`src/rtl/fifo_wr_arbiter.sv`:
```
// -----------------------------------------------------------------------------
// fifo_wr_arbiter
//
// Round-robin arbiter that shares the single write port of an async FIFO among
// NUM_SRC packet sources in the write clock domain. A grant is held for a whole
// packet, from its first beat through the beat with last set. Arbitration takes
// one IDLE cycle per packet. Back-pressure comes from the synchronized FIFO
// full flag.
//
// Optional feature (compile-time macro FIFO_WR_ARB_SRC_TAG_EN):
//   defined   : fifo_wr_data_o = {gnt_idx, data}, DATA_WIDTH+IDX_WIDTH wide
//   undefined : fifo_wr_data_o = data, DATA_WIDTH wide
//
// Ports:
//   clk_i          write-domain clock
//   rst_i          synchronous active-high reset
//   src_valid_i    per-source beat valid
//   src_last_i     per-source end-of-packet flag (qualified by valid)
//   src_data_i     per-source data, source k at [k*DATA_WIDTH +: DATA_WIDTH]
//   src_ready_o    per-source beat accepted
//   fifo_full_i    FIFO full flag (already synchronized)
//   fifo_wr_en_o   FIFO write enable
//   fifo_wr_data_o FIFO write data (optionally tagged with source index)
//   busy_o         a packet grant is active
//   gnt_idx_o      index of the currently granted source
// -----------------------------------------------------------------------------
module fifo_wr_arbiter #(
  parameter int NUM_SRC    = 4,
  parameter int DATA_WIDTH = 32,
  parameter int IDX_WIDTH  = 2
) (
  input  logic                            clk_i,
  input  logic                            rst_i,
  input  logic [NUM_SRC-1:0]              src_valid_i,
  input  logic [NUM_SRC-1:0]              src_last_i,
  input  logic [NUM_SRC*DATA_WIDTH-1:0]   src_data_i,
  output logic [NUM_SRC-1:0]              src_ready_o,
  input  logic                            fifo_full_i,
  output logic                            fifo_wr_en_o,
`ifdef FIFO_WR_ARB_SRC_TAG_EN
  output logic [DATA_WIDTH+IDX_WIDTH-1:0] fifo_wr_data_o,
`else
  output logic [DATA_WIDTH-1:0]           fifo_wr_data_o,
`endif
  output logic                            busy_o,
  output logic [IDX_WIDTH-1:0]            gnt_idx_o
);

  typedef enum logic {
    IDLE = 1'b0,
    BUSY = 1'b1
  } state_e;

  state_e                 state_q, state_d;
  logic [IDX_WIDTH-1:0]   rr_ptr_q, rr_ptr_d;
  logic [IDX_WIDTH-1:0]   gnt_idx_q, gnt_idx_d;

  logic                   sel_valid;
  logic                   sel_last;
  logic [DATA_WIDTH-1:0]  sel_data;
  logic                   accept;
  logic [IDX_WIDTH-1:0]   pick_idx;
  int                     cand;

  // Mux of the granted source's handshake and data.
  // NOTE: every signal driven from always_comb gets a default first, so no
  // path leaves it unassigned and no latch is inferred.
  always_comb begin
    sel_valid = 1'b0;
    sel_last  = 1'b0;
    sel_data  = '0;
    for (int k = 0; k < NUM_SRC; k++) begin
      if (gnt_idx_q == IDX_WIDTH'(k)) begin
        sel_valid = src_valid_i[k];
        sel_last  = src_last_i[k];
        sel_data  = src_data_i[k*DATA_WIDTH +: DATA_WIDTH];
      end
    end
  end

  // Round-robin pick: scan offsets from the highest down so the source
  // nearest to rr_ptr (offset 0) is the last writer and therefore wins.
  always_comb begin
    pick_idx = rr_ptr_q;
    cand     = 0;
    for (int i = NUM_SRC - 1; i >= 0; i--) begin
      cand = int'(rr_ptr_q) + i;
      if (cand >= NUM_SRC) cand = cand - NUM_SRC;
      if (src_valid_i[cand]) pick_idx = IDX_WIDTH'(cand);
    end
  end

  // Handshake outputs are combinational from the inputs; reset blocks any
  // write in the cycle it is asserted.
  always_comb begin
    accept      = (state_q == BUSY) && sel_valid && !fifo_full_i && !rst_i;
    src_ready_o = '0;
    for (int k = 0; k < NUM_SRC; k++) begin
      if ((state_q == BUSY) && (gnt_idx_q == IDX_WIDTH'(k)))
        src_ready_o[k] = !fifo_full_i && !rst_i;
    end
  end

  assign fifo_wr_en_o = accept;
  assign busy_o       = (state_q == BUSY);
  assign gnt_idx_o    = gnt_idx_q;

`ifdef FIFO_WR_ARB_SRC_TAG_EN
  assign fifo_wr_data_o = {gnt_idx_q, sel_data};
`else
  assign fifo_wr_data_o = sel_data;
`endif

  // Next-state logic.
  always_comb begin
    state_d   = state_q;
    rr_ptr_d  = rr_ptr_q;
    gnt_idx_d = gnt_idx_q;
    unique case (state_q)
      IDLE: begin
        if (|src_valid_i) begin
          gnt_idx_d = pick_idx;
          state_d   = BUSY;
        end
      end
      BUSY: begin
        if (accept && sel_last) begin
          state_d  = IDLE;
          rr_ptr_d = (int'(gnt_idx_q) == NUM_SRC - 1) ? '0 : gnt_idx_q + 1'b1;
        end
      end
      default: state_d = IDLE;
    endcase
  end

  // NOTE: sequential state uses non-blocking assignments so every register
  // samples the pre-edge values, independent of statement order.
  always_ff @(posedge clk_i) begin
    if (rst_i) begin
      state_q   <= IDLE;
      rr_ptr_q  <= '0;
      gnt_idx_q <= '0;
    end else begin
      state_q   <= state_d;
      rr_ptr_q  <= rr_ptr_d;
      gnt_idx_q <= gnt_idx_d;
    end
  end

endmodule
```
`config.mk`:
```
export PLATFORM = sky130hd
export DESIGN_NAME = fifo_wr_arbiter
export DESIGN_NICKNAME = d
export VERILOG_FILES = /design/src/rtl/fifo_wr_arbiter.sv
export SDC_FILE = /design/constraint.sdc
export NUM_CORES = 1
export LEC_CHECK = 0
export BUFFER_PORTS_ARGS = -buffer_cell sky130_fd_sc_hd__buf_2
export CAP_MARGIN = 20
export CORE_MARGIN = 3
export CORE_UTILIZATION = 35
export CTS_CLUSTER_SIZE = 16
export DETAILED_ROUTE_END_ITERATION = 8
export HOLD_SLACK_MARGIN = 0.02
export PLACE_DENSITY = 0.87
export SYNTH_ARGS = -nofsm -noshare
export SYNTH_HDL_FRONTEND = slang
export SYNTH_SLANG_ARGS = --single-unit
export TNS_END_PERCENT = 1
```
`constraint.sdc`:
```
create_clock -name clk_i -period 5.1 [get_ports clk_i]
set_input_delay 0.51 -clock clk_i [delete_from_list [all_inputs] [get_ports clk_i]]
set_output_delay 0.51 -clock clk_i [all_outputs]
set_load 0.005 [all_outputs]
```
* Word level (Yosys, flattened, before mapping)
Index checks and enable logic that the tools add are counted.
Storage, ports and cells: bits of input ports 139, output and inout bits 40, flip-flop bits (word level) 5, word-level logic and storage cells 79
Operators by class: reductions and logical operators 15, bitwise logic cells 1, add/sub/neg operators 8, muxes and demuxes 40, $lt $le $gt $ge 8, eq/ne operators 4
Operators by type and width (count):
- 32-bit 2-to-1 mux | 8
- 32-bit by 4-bit less-than comparator with 1-bit output (second input constant) | 4
- 1-bit 2-to-1 mux | 22
- 3-bit by 3-bit subtractor with 4-bit output (second input constant) | 3
- 2-bit 2-to-1 mux | 5
- 3-bit >= comparator (second input constant) | 3
- 1-bit logical AND | 9
- 1-bit binary-select mux with 2-bit select | 4
- 2-bit by 2-bit adder with 3-bit output (second input constant) | 2
- 2-bit by 1-bit equality test with 1-bit output (second input constant) | 2
- 2-bit equality test (second input constant) | 2
- 2-bit AND reduction | 2
- 4-bit OR reduction | 1
- 2-bit by 3-bit subtractor with 4-bit output (second input constant) | 1
- 2-bit by 1-bit adder with 3-bit output (second input constant) | 1
- 2-bit by 3-bit >= comparator with 1-bit output (second input constant) | 1
- 2-bit by 1-bit adder with 2-bit output (second input constant) | 1
- 1-bit zero test | 2
- 2-bit zero test | 1
- 1-bit case mux with 2 select lines | 1
- 1-bit NOT | 1

* Logic depth before layout (Yosys ltp)
word-level depth 11, depth in mapped cells 7, gate-level depth less buffers 6

* Worst setup path before layout
Ideal clock, no wire load.
path kind reg-to-output, start reg gnt_idx_q[1] (netlist: gnt_idx_o[1]), end out fifo_wr_data_o[0], path buffers 2, required time 4.590 ns, arrival 1.489 ns, setup slack 3.101 ns, stages on the path, launching flop included 8, cells stage by stage dfxtp_1 inv_1 ha_1 buf_6 nor2b_1 buf_2 a221oi_1 o31ai_1
Between the ends: word-level cells in the longest chain between the ends 5, elaborated cells between the ends (all ways) 8
RTL lines:
- from (decl) | RTL line 56 | logic [IDX_WIDTH-1:0] gnt_idx_q, gnt_idx_d;
- from (signal assigned) | RTL line 146 | gnt_idx_q <= gnt_idx_d;
- 2-bit zero test | RTL line 73 | if (gnt_idx_q == IDX_WIDTH'(k)) begin
- 32-bit 2-to-1 mux (3 in series) | RTL line 73
- 32-bit 2-to-1 mux (*) | RTL line 73
- to (decl) | RTL line 43 | output logic [DATA_WIDTH-1:0] fifo_wr_data_o,
Mark *: on every way between the ends. The rest lies on a longest branch, timed or not.

* Worst setup path after layout
start reg gnt_idx_q[0] (netlist: gnt_idx_o[0]), end out fifo_wr_data_o[3]
The elaborated chain is that of the path after synthesis.

==> results by group <==
Logic synthesis
  • Post-synth top flop: dfxtp_1
  • Asr flop ratio synth: 0
  • Post-Synthesis Net Count: 346
  • Mean Syn Cell Area: 6.90 um2
  • Top-area cell type share of the netlist area: 0.200
  • Top cells by area, synth: a221oi_1 20%, o31ai_1 17%, nor2b_1 16%
  • Area leader, netlist: a221oi_1
  • Synth Cell Area: 0.00140 mm2
  • Ys Warns: 0
  • Sequential share of the synthesized area: 0.0714
  • Number of synthesized flops with an enable pin: 0
  • Synthesized instance count: 203
  • Synth cell types: 35
  • Synth Register Bits: 5

Routing
  • Vias per Instance: 5.61
  • Wire per inst: 14.4 um
  • Post-route DRC: 0
  • Routed wire length: 5.99 mm
  • DR iter-0 viols: 78
  • DR pass1 iterations: 4
  • Vias: 2,333
  • Antenna Nets Post-Route: 0

Timing
  • RSZ-0062 raised after global routing: no
  • Worst slew margin: 0.560
  • Final min period: 2830 ps
  • Final Hold Viols: 0
  • Worst Clk Skew: 1.33 ps
  • Final Slew Violations: 0
  • Final period utilization: 0.555
  • Setup TNS: 0 ps
  • Finish-stage setup viols: 0
  • Fmax: 353 MHz
  • Actual slew at the worst max-slew pin: 657 ps

Final layout
  • Area grow syn2layout: 69.5%
  • Finished Layout Cells: 416
  • Filler cell count: 332
  • Multi-input gate area: 0.00119 mm2
  • Layout cells sized above 1: 0.522
  • Nets: 512
  • FF+latch area: 100 um2
  • Utilization after layout: 0.630
  • Antenna fix cells: 0
  • Final Instance Area: 0.00237 mm2

Worst setup path
  • Worst path max stage delay: 600 ps
  • CP Launch Type: flip-flop
  • Top Family by Delay on Critical Path: simple AND/OR/NAND/NOR gates
  • Arr. time, crit path: 2320 ps
  • WS Path Type: reg2out
  • Critical path fanouts, max: 17
  • Crit path max-delay cell type: nor2b_2
  • Bufs and invs on worst path: 3
  • Cell chain of the critical path: inv_1 > ha_1 > nor2b_2 > buf_8 > a221oi_1 > o31ai_1 > buf_2
  • CP required: 4590 ps
  • Setup crit end kind: output port

Clock tree
  • H-tree depth: 1
  • Root Buffer: clkbuf_8
  • # resized after CTS: 0
  • Clk buf depth: 2
  • Setup Fix Bufs, Post-CTS: 0
  • CTS Buf Count: 3
  • Insertion delay to the later sink of the worst-skew pair: 220 ps
  • CTS sink count: 5
  • CTS tree: done
  • Clock transition at the registers of the reported paths: 40 ps
  • CTS Hold Bufs: 0

Floorplan
  • Die width: 69.3 um
  • Die area: 0.00480 mm2
  • Num ports: 179
  • Die Ht: 69.3 um
  • FP Rows: 22
  • Core area: 0.00377 mm2
  • Starting Density: 0.372

Power and ir drop
  • Pwr/cell area: 145 mW/mm2
  • Static Leak: 1.15 nW
  • Maximum vdd drop: 162 uV

Global route
  • Vias in the first global route: 2,094
  • Pin count of the biggest net entering global routing: 72
  • Total GRT Usage: 0.223
  • GRT Residual Overflow: 0
  • First-pass GRT wire length: 9.29 mm
  • Initial antenna violation count: 0

Job
  • Max-Cap Viols: 0

Run status
  • Outcome: completed

Min path
  • Min-delay worst type: reg2reg

Placement
  • GP Congestion: 0.878
  • Hpwl dp: 4.62 mm
  • Cells after DPL: 410
  • Buffers added on ports: 178
  • Dpl cell area: 0.00229 mm2
## cell families (layout without fill, tap and decap cells)
logic type	Yosys count	after routing	share of synthesized area
AO/OA/AOI/OAI	79	79	0.455
adder cells (fa/ha/maj)	4	4	0.0357
buffers and inverters	27	192	0.0821
flip-flops	5	5	0.0714
multiplexers	1	1	0.0107
AND/OR/NAND/NOR	87	87	0.345
## per-stage QoR
stage	total power [mW]	worst slack (ps)	hold WS (ps)
CTS	0.341	2170	505
global route	0.373	2130	543
global placement	0.259	2250	501
finish	0.344	2270	502
detailed placement	0.266	2390	498
floorplan	0.153	3100	473
## worst paths after layout
path / start / endpoint / slack (ps) / depth (start not counted)
max reg2reg: gnt_idx_o[0] / rr_ptr_q[1] / 2840 / 7
min: rr_ptr_q[0] / rr_ptr_q[0] / 500 / 2
min reg2reg: rr_ptr_q[0] / rr_ptr_q[0] / 500 / 2
max: gnt_idx_o[0] / fifo_wr_data_o[3] / 2270 / 7
## Yosys cell counts, types with 4 or more instances
| cell | instances |
|---|---|
| nor2b_1 | 36 |
| nand2_1 | 33 |
| a221oi_1 | 32 |
| o31ai_1 | 32 |
| clkbuf_1 | 15 |
| inv_1 | 6 |
| buf_2 | 5 |
| dfxtp_1 | 5 |
| a21oi_1 | 4 |
| and2_1 | 4 |
| ha_1 | 4 |
## area by class of cell
class	count	share of cell area
multi-input combinational	171	0.503
timing repair buffer	182	0.401
sequential	5	0.0421
tap	48	0.0253
clock buffer	4	0.0190
inverter	6	0.00948
## tightest hold or removal path, cell delays in order, from the launching register on
cell     delay [ps]
dfxtp_1         310
inv_1            70
o31ai_1          70
## cells in the final DEF (no fill, tap or decap), types with 3 or more instances in the layout
master | synthesis | layout
inv_1 | 6 | 6
a21oi_1 | 4 | 4
clkbuf_8 | 0 | 3
nand2_1 | 33 | 33
buf_2 | 5 | 178
a221oi_1 | 32 | 32
and2_1 | 4 | 4
dfxtp_1 | 5 | 5
nor2b_1 | 36 | 35
o31ai_1 | 32 | 32
## power by group
part	total, mW	internal (mW)	switching [mW]
clock	0.0739	0.0537	0.0202
sequential	0.0434	0.0412	0.00225
combinational	0.226	0.123	0.103
## sequential cells by signal, summed over array words and instances (netlist names)
name and flops:
gnt_idx_o 2, rr_ptr_q 2, busy_o 1
## layer usage
layer	track usage	share of wire
met5	0	0
met4	0.0607	0.021
met3	0.0406	0.088
met2	0.412	0.50
met1	0.260	0.39
No activity file was read; power rests on OpenSTA's default activity.
